$ cat src/rtl/rr_arbiter4.sv
// rtl/rr_arbiter4.sv - round-robin 4:1 arbiter feeding a one-entry output register
//
// Ports:
//   clk        clock, all state updates on rising edge
//   reset_n    asynchronous active-low reset
//   req        per-requester request, req[i] qualifies data_in<i>
//   data_in0-3 requester data words
//   gnt        one-hot combinational acceptance strobe, data_in<i> captured this edge
//   out_valid  output register holds an unconsumed word
//   out_data   captured word
//   out_src    index of the requester that supplied out_data
//   out_ready  consumer accepts out_data at this edge when out_valid is high

module rr_arbiter4 #(
  parameter int WIDTH = 64
) (
  input  logic             clk,
  input  logic             reset_n,
  input  logic [3:0]       req,
  input  logic [WIDTH-1:0] data_in0,
  input  logic [WIDTH-1:0] data_in1,
  input  logic [WIDTH-1:0] data_in2,
  input  logic [WIDTH-1:0] data_in3,
  output logic [3:0]       gnt,
  output logic             out_valid,
  output logic [WIDTH-1:0] out_data,
  output logic [1:0]       out_src,
  input  logic             out_ready
);

  logic [1:0]       ptr;
  logic [1:0]       sel;
  logic [1:0]       idx;
  logic             found;
  logic             can_load;
  logic             load;
  logic [WIDTH-1:0] sel_data;

  // Scan ptr, ptr+1, ptr+2, ptr+3; the 2-bit sum wraps naturally.
  always_comb begin
    sel   = ptr;
    idx   = ptr;
    found = 1'b0;
    for (int k = 0; k < 4; k++) begin
      idx = ptr + 2'(k);
      if (!found && req[idx]) begin
        sel   = idx;
        found = 1'b1;
      end
    end
  end

  assign can_load = !out_valid || out_ready;
  // reset_n gates the load so gnt reads zero while reset is held.
  assign load     = reset_n && can_load && found;

  always_comb begin
    gnt = 4'b0000;
    if (load) begin
      gnt[sel] = 1'b1;
    end
  end

  always_comb begin
    case (sel)
      2'd0:    sel_data = data_in0;
      2'd1:    sel_data = data_in1;
      2'd2:    sel_data = data_in2;
      default: sel_data = data_in3;
    endcase
  end

  always_ff @(posedge clk or negedge reset_n) begin
    if (!reset_n) begin
      out_valid <= 1'b0;
      out_data  <= '0;
      out_src   <= 2'd0;
      ptr       <= 2'd0;
    end else if (load) begin
      out_valid <= 1'b1;
      out_data  <= sel_data;
      out_src   <= sel;
      ptr       <= sel + 2'd1;
    end else if (out_valid && out_ready) begin
      // Consumed with nothing to replace it; data and source keep their values.
      out_valid <= 1'b0;
    end
  end

endmodule

$ cat config.mk
export PLATFORM = sky130hd
export DESIGN_NAME = rr_arbiter4
export DESIGN_NICKNAME = d
export VERILOG_FILES = /design/src/rtl/rr_arbiter4.sv
export SDC_FILE = /design/constraint.sdc
export NUM_CORES = 1
export LEC_CHECK = 0
export CORE_ASPECT_RATIO = 1.5
export CORE_MARGIN = 10
export CORE_UTILIZATION = 35
export CTS_BUF_LIST = sky130_fd_sc_hd__clkbuf_8
export DETAILED_ROUTE_END_ITERATION = 12
export GPL_TIMING_DRIVEN = 0
export PLACE_DENSITY_LB_ADDON = 0.2
export SKIP_CTS_REPAIR_TIMING = 1
export SLEW_MARGIN = 0
export SYNTH_ARGS = -nofsm -noshare
export SYNTH_HDL_FRONTEND = slang
export SYNTH_SLANG_ARGS = --single-unit
export TNS_END_PERCENT = 10
$ cat constraint.sdc
create_clock -name clk -period 3.3 [get_ports clk]
set_input_delay 0.66 -clock clk [delete_from_list [all_inputs] [get_ports clk]]
set_output_delay 0.66 -clock clk [all_outputs]
set_load 0.05 [all_outputs]
== Yosys cells after proc, flatten, opt, wreduce, memory -nomap -nowiden ==
Cells that the tools add are included.
Widths: inputs -> output; s select.

* Flip-flop bits (word level): 69
* Bits of input ports: 263
* Output and inout port bits: 71
* Logic and storage cells: 51

* Add/sub/neg operators: 4
* Magnitude comparators: 6
* Eq/ne operators: 2
* Multiplexer cells: 21
* Reductions and logical operators: 14

{| class="wikitable"
|+ Operators by type and width
! operator !! number
|-
| $pmux 64 s3 || 1
|-
| $lt 2x3->1 const B || 5
|-
| $mux 1 || 11
|-
| $bmux 1 s2 || 4
|-
| $logic_and 1x1->1 || 7
|-
| $mux 2 || 3
|-
| $add 2x1->2 const B || 2
|-
| $add 2x2->2 const B || 2
|-
| $logic_not 1->1 || 4
|-
| $mux 4 || 1
|-
| $demux 1 s2 || 1
|-
| $eq 2x1->1 const B || 1
|-
| $eq 2x2->1 const B || 1
|-
| $ge 2x1->1 const B || 1
|-
| $logic_not 2->1 || 1
|-
| $reduce_bool 2->1 || 1
|-
| $logic_or 1x1->1 || 1
|}

== Logic depth before layout (Yosys ltp) ==
* Depth in word-level cells: 17
* Mapped depth: 9
* Mapped depth without buffers: 7

== Least setup slack after synthesis ==
No wires, ideal clock.

* Path type: input to output
* From: input port req[0]
* To: output port gnt[1]
* Arrival: 2.535 ns
* Required time: 2.640 ns
* Slack: 0.105 ns
* Stages: 7
* Cell sequence: nor2b_1 -> o21ai_0 -> and3_1 -> ha_1 -> clkbuf_1 -> buf_1 -> and3_1

* Cells in the longest elaborated chain, start to end: 17
* Elaborated cells between the ends (all ways): 28
* Those cells by class: 2 x order compare; 18 x mux; 8 x reduce/logical

{| class="wikitable"
|+ RTL lines
! item !! RTL line !! RTL
|-
| start: declaration || 19 || <nowiki>input logic [3:0] req,</nowiki>
|-
| $bmux 1 s2 || 46 || <nowiki>if (!found && req[idx]) begin</nowiki>
|-
| $mux 1 (implied by the code) || 46 ||
|-
| $mux 1 || 46 ||
|-
| $logic_not 1->1 || 46 ||
|-
| $logic_and 1x1->1 || 46 ||
|-
| $mux 1 || 46 ||
|-
| $logic_not 1->1 || 46 ||
|-
| $logic_and 1x1->1 || 46 ||
|-
| [... 2 more ...] || - ||
|-
| $logic_and 1x1->1 || 46 ||
|-
| $mux 2 (*) || 46 ||
|-
| named net sel[0] || 32 || <nowiki>logic [1:0] sel;</nowiki>
|-
| $lt 2x3->1 (implied by the code) / $ge 2x1->1 (equally long branches) || 60 || <nowiki>gnt[sel] = 1'b1;</nowiki>
|-
| $logic_and 1x1->1 (implied by the code) || 60 ||
|-
| $mux 1 (implied by the code) || 60 ||
|-
| $demux 1 s2 (*) || 60 ||
|-
| $mux 4 (*) || 59 || <nowiki>if (load) begin</nowiki>
|-
| end: declaration || 24 || <nowiki>output logic [3:0] gnt,</nowiki>
|}

Mark *: on every way through the listed nets, which the timed path passes. The rest lies on a longest branch. The select of a mux whose other input is x is not followed.

== Worst setup path in the final report ==
* From: input port req[1]
* To: output port gnt[0]

* Cells in the longest elaborated chain, start to end: 17
* Elaborated cells between the ends (all ways): 28
* Those cells by class: 2 x order compare; 18 x mux; 8 x reduce/logical

{| class="wikitable"
|+ RTL lines
! item !! RTL line
|-
| $bmux 1 s2 || 46
|-
| $mux 1 (implied by the code) || 46
|-
| $mux 1 || 46
|-
| $logic_not 1->1 || 46
|-
| $logic_and 1x1->1 || 46
|-
| $mux 1 || 46
|-
| $logic_not 1->1 || 46
|-
| $logic_and 1x1->1 || 46
|-
| $mux 1 || 46
|-
| $logic_not 1->1 || 46
|-
| $logic_and 1x1->1 || 46
|-
| $mux 2 || 46
|-
| $lt 2x3->1 (implied by the code) / $ge 2x1->1 (equally long branches) || 60
|-
| $logic_and 1x1->1 (implied by the code) || 60
|-
| $mux 1 (implied by the code) || 60
|-
| $demux 1 s2 || 60
|-
| $mux 4 (*) || 59
|}

Mark *: on every way between the ends. The rest lies on a longest branch, timed or not. The select of a mux whose other input is x is not followed.

==> results.rst <==
.. list-table::
   :header-rows: 1

   * - Metric
     - Value
   * - Filler-free cell count of the finished design
     - 913
   * - Run status
     - finished, final reports clean
   * - Switching share of power
     - 47.3%
   * - Final setup slack of the worst path
     - 0.101 ns
   * - Number of top-level pins
     - 334
   * - Residual DRC
     - 0
   * - Setup violation total in the final timing report
     - 0
   * - Port-buffer cells
     - 333
   * - Library cells used by synthesis
     - 29
   * - Routed length on met1
     - 7.33 mm
   * - F_max
     - 313 MHz
   * - Worst-case clock buffer depth
     - 2
   * - Most frequent cell on the critical path
     - sky130_fd_sc_hd__buf_4
   * - Final number of hold-violating endpoints
     - 0
   * - Final antenna-violating net count
     - 0
   * - Placer's final routability congestion estimate
     - 0.924
   * - Routed wl met3
     - 1.56 mm
   * - Power share of the clock group
     - 11.5%
   * - Worst slew margin
     - 49.9%
   * - Root Buffer Master
     - sky130_fd_sc_hd__clkbuf_8
   * - Fraction of layout cells with a size suffix above 1
     - 15.2%
   * - Number of warnings reported in the yosys synthesis log
     - 0
   * - Switching power
     - 3.31 mW
   * - Largest cells by area after synthesis
     - sky130_fd_sc_hd__dfrtp_1, sky130_fd_sc_hd__a222oi_1, sky130_fd_sc_hd__mux2i_1
   * - Worst setup SP type
     - input pin
   * - TritonCTS Sinks
     - 69
   * - Post-layout net count
     - 1019
   * - Slowest library cell on the worst path
     - sky130_fd_sc_hd__clkdlybuf4s50_1
   * - Worst setup EP type
     - output pin
   * - Buffering stage count on the worst path with inverters included
     - 4
   * - Uppermost metal layer occupied by signal nets
     - met4
   * - Via count of the first global-routing pass
     - 5251
   * - Area share of the leading cell type in the synthesized netlist
     - 38.5%
   * - Clock transition at the registers of the reported paths
     - 0.08 ns
   * - Residual overflow from global routing
     - 0
   * - Final number of max-transition violations
     - 0
   * - Gate Count Post-Synth
     - 398
   * - Average instance area after synthesis
     - 11.3 um2
   * - Stage delay of the slowest cell on the critical path
     - 0.46 ns
   * - Final period utilization
     - 96.9%
   * - Global-route usage over all layers
     - 21.6%
   * - Worst hold path class
     - in2async
   * - Peak fanout along the critical path
     - 10
   * - Die height
     - 159 um
   * - Unrepaired setup endpoints after global routing
     - no
   * - Clk Latency, worst-skew pair
     - 0.36 ns
   * - Pre-Repair DR Iteration Count
     - 7
   * - Crit path max-delay family
     - buffers and inverters
   * - Largest net degree at the start of global routing
     - 71
   * - Worst Tran Pin Value
     - 0.752 ns
   * - Effective utilization at floorplan
     - 35.8%
   * - Met2 layer wire length in the routed design
     - 11.4 mm
   * - Part of the total power dissipated in combinational logic
     - 67.7%
   * - Sum of routed wire length over all layers
     - 21.0 mm
   * - Worst setup path category
     - in2out
   * - Cells along the critical path
     - clkdlybuf4s50_1, a2111o_1, and2_4, ha_1, buf_6, buf_4, and3_1, buf_4
   * - Internal power summed over all cells
     - 3.69 mW
   * - Overall die width
     - 112 um
   * - Initial DRC count
     - 385
   * - Clock tree skew after final layout
     - 0.00732 ns
   * - Place WS
     - -1.69 ns
   * - Post-layout min period
     - 3.20 ns
   * - Critical path required time
     - 2.64 ns
   * - WL per Instance
     - 23.0 um
   * - Cell area power density
     - 835 mW/mm2
   * - Leak pwr
     - 3.66 nW
   * - WP data arrival
     - 2.54 ns
   * - Post-detailed-route via-to-cell ratio
     - 5.34
   * - Post-Syn Nets
     - 666
   * - Portion of the post-synthesis area used by sequential elements
     - 38.5%
   * - Inserted Clock Buffers
     - 9
   * - Hold WS
     - 0.299 ns
   * - Core area
     - 0.0125 mm2
   * - Max-cap viol count
     - 0
   * - Die Area
     - 0.0178 mm2
   * - Antenna violations before repair
     - 1
   * - Post-synthesis instance area
     - 0.00448 mm2
   * - Number of placed instances, taps included
     - 887
   * - Final Util
     - 67.0%
   * - Worst IR drop on VDD
     - 0.522 mV
   * - Area growth from synthesis to layout
     - 87.2%
   * - # rows
     - 50
   * - Count of state elements after synthesis
     - 69
   * - Clock tree from TritonCTS
     - done
   * - Reg power frac
     - 20.8%
   * - Biggest area consumer among synthesized cells
     - sky130_fd_sc_hd__dfrtp_1
   * - Via total after detailed routing
     - 4875
   * - Total number of H-tree levels
     - 3
   * - Global-route wire length before repair
     - 30.0 mm
   * - Detailed-placement wirelength estimate
     - 17.0 mm
cells in the mapped netlist:
master,count
sky130_fd_sc_hd__dfrtp_1,69
sky130_fd_sc_hd__inv_1,65
sky130_fd_sc_hd__a222oi_1,64
sky130_fd_sc_hd__mux2i_1,64
sky130_fd_sc_hd__mux2_2,48
sky130_fd_sc_hd__clkbuf_1,18
sky130_fd_sc_hd__mux2_4,17
sky130_fd_sc_hd__buf_1,9
sky130_fd_sc_hd__and3_1,5
sky130_fd_sc_hd__buf_2,5
sky130_fd_sc_hd__ha_1,5
sky130_fd_sc_hd__buf_6,4
sky130_fd_sc_hd__nor2b_1,4
sky130_fd_sc_hd__a21boi_0,2
sky130_fd_sc_hd__a21oi_1,2
sky130_fd_sc_hd__and2_1,2
sky130_fd_sc_hd__o21ai_0,2
sky130_fd_sc_hd__o21bai_1,2
sky130_fd_sc_hd__a2111o_1,1
sky130_fd_sc_hd__a21o_1,1
sky130_fd_sc_hd__a31oi_1,1
sky130_fd_sc_hd__a41o_1,1
sky130_fd_sc_hd__a41oi_1,1
sky130_fd_sc_hd__nand2_1,1
sky130_fd_sc_hd__nand2b_1,1
sky130_fd_sc_hd__nand3_1,1
sky130_fd_sc_hd__nor2_1,1
sky130_fd_sc_hd__nor3_1,1
sky130_fd_sc_hd__o41a_1,1
metal layers:
layer  global-route usage [%]  vias up
li1                         -     2239
met1                     21.9     2367
met2                     40.3      231
met3                     6.06       38
met4                     9.39        0
met5                        0        -
final cells by class:
| type | instances | area, um2 |
|---|---|---|
| fillers | 1021 | 4130 |
| diodes | 1 | 2.50 |
| repair buffers | 342 | 3410 |
| plain buffers | 36 | 205 |
| multi-input cells | 228 | 2360 |
| clock inverters | 5 | 82.6 |
| clock buffers | 11 | 151 |
| well taps | 156 | 195 |
| inverters | 65 | 244 |
| flip-flops and latches | 69 | 1730 |
final timing paths:
path / startpoint / end / slack, ns / depth (start not counted)
min: reset_n / out_data[39] / 0.30 / 1
max reg2reg: ptr[1] / out_data[36] / 0.39 / 9
max: req[1] / gnt[0] / 0.10 / 8
min reg2reg: out_data[26] / out_data[26] / 0.51 / 1
max in group asynchronous: reset_n / out_data[41] / 2.54 / 1
min in group clk: out_data[26] / out_data[26] / 0.51 / 1
cells by family (layout without fill, tap and decap cells):
family	after synthesis	after routing	share of synthesized area (%)
AND/OR/NAND/NOR	16	16	2.07
AO/OA/AOI/OAI	78	78	16.6
adder cells (fa/ha/maj)	5	5	1.40
flip-flops	69	69	38.5
multiplexers	129	129	32.1
other	0	1	0
buffers and inverters	101	459	9.27
worst reg2reg max path, delay by kind of cell, from the launching register on:
family	cells	cell delay, ns
AOI/OAI and AO/OA	2	0.93
adders and majority gates	1	0.22
buffers and inverters	3	0.55
DFF	1	0.45
muxes	2	0.47
and+or+nand+nor	1	0.17
through the flow:
step / power, mW / TNS, ns / area, um2
after global routing: 7.31 / 0 / 8380
after floorplan: 4.38 / 0 / 4480
after detailed placement: 6.10 / -36.20 / 8010
after global placement: 6.02 / -195.65 / 8010
after CTS: 6.93 / -12.42 / 8240
final: 7.00 / 0 / 8380
power by group through the flow:
stage	Clock [mW]	Sequential (mW)	Combinational, mW
CTS	0.824	1.45	4.65
finish	0.804	1.45	4.74
global placement	0	1.44	4.58
floorplan	0	2.80	1.57
detailed placement	0	1.46	4.64
global route	0.851	1.51	4.95
flip-flops by register name, summed over array words and instances (netlist names):
register,flops
out_data,64
ptr,2
out_src,2
out_valid,1
placed cells by master, fill, tap and decap left out, types with 2 or more instances in the layout:
master,instances
sky130_fd_sc_hd__clkbuf_8,11
sky130_fd_sc_hd__ha_1,5
sky130_fd_sc_hd__o21bai_2,2
sky130_fd_sc_hd__a21boi_0,2
sky130_fd_sc_hd__a21oi_1,2
sky130_fd_sc_hd__clkbuf_1,14
sky130_fd_sc_hd__clkdlybuf4s50_1,325
sky130_fd_sc_hd__bufinv_16,2
sky130_fd_sc_hd__buf_1,7
sky130_fd_sc_hd__a222oi_1,64
sky130_fd_sc_hd__mux2i_1,64
sky130_fd_sc_hd__mux2_2,48
sky130_fd_sc_hd__clkinvlp_4,3
sky130_fd_sc_hd__buf_6,10
sky130_fd_sc_hd__mux2_4,17
sky130_fd_sc_hd__buf_2,5
sky130_fd_sc_hd__buf_4,13
sky130_fd_sc_hd__dlymetal6s2s_1,4
sky130_fd_sc_hd__inv_1,65
sky130_fd_sc_hd__and3_1,4
sky130_fd_sc_hd__nor2b_1,3
sky130_fd_sc_hd__dfrtp_1,69
Power figures use the tool's default switching activity.
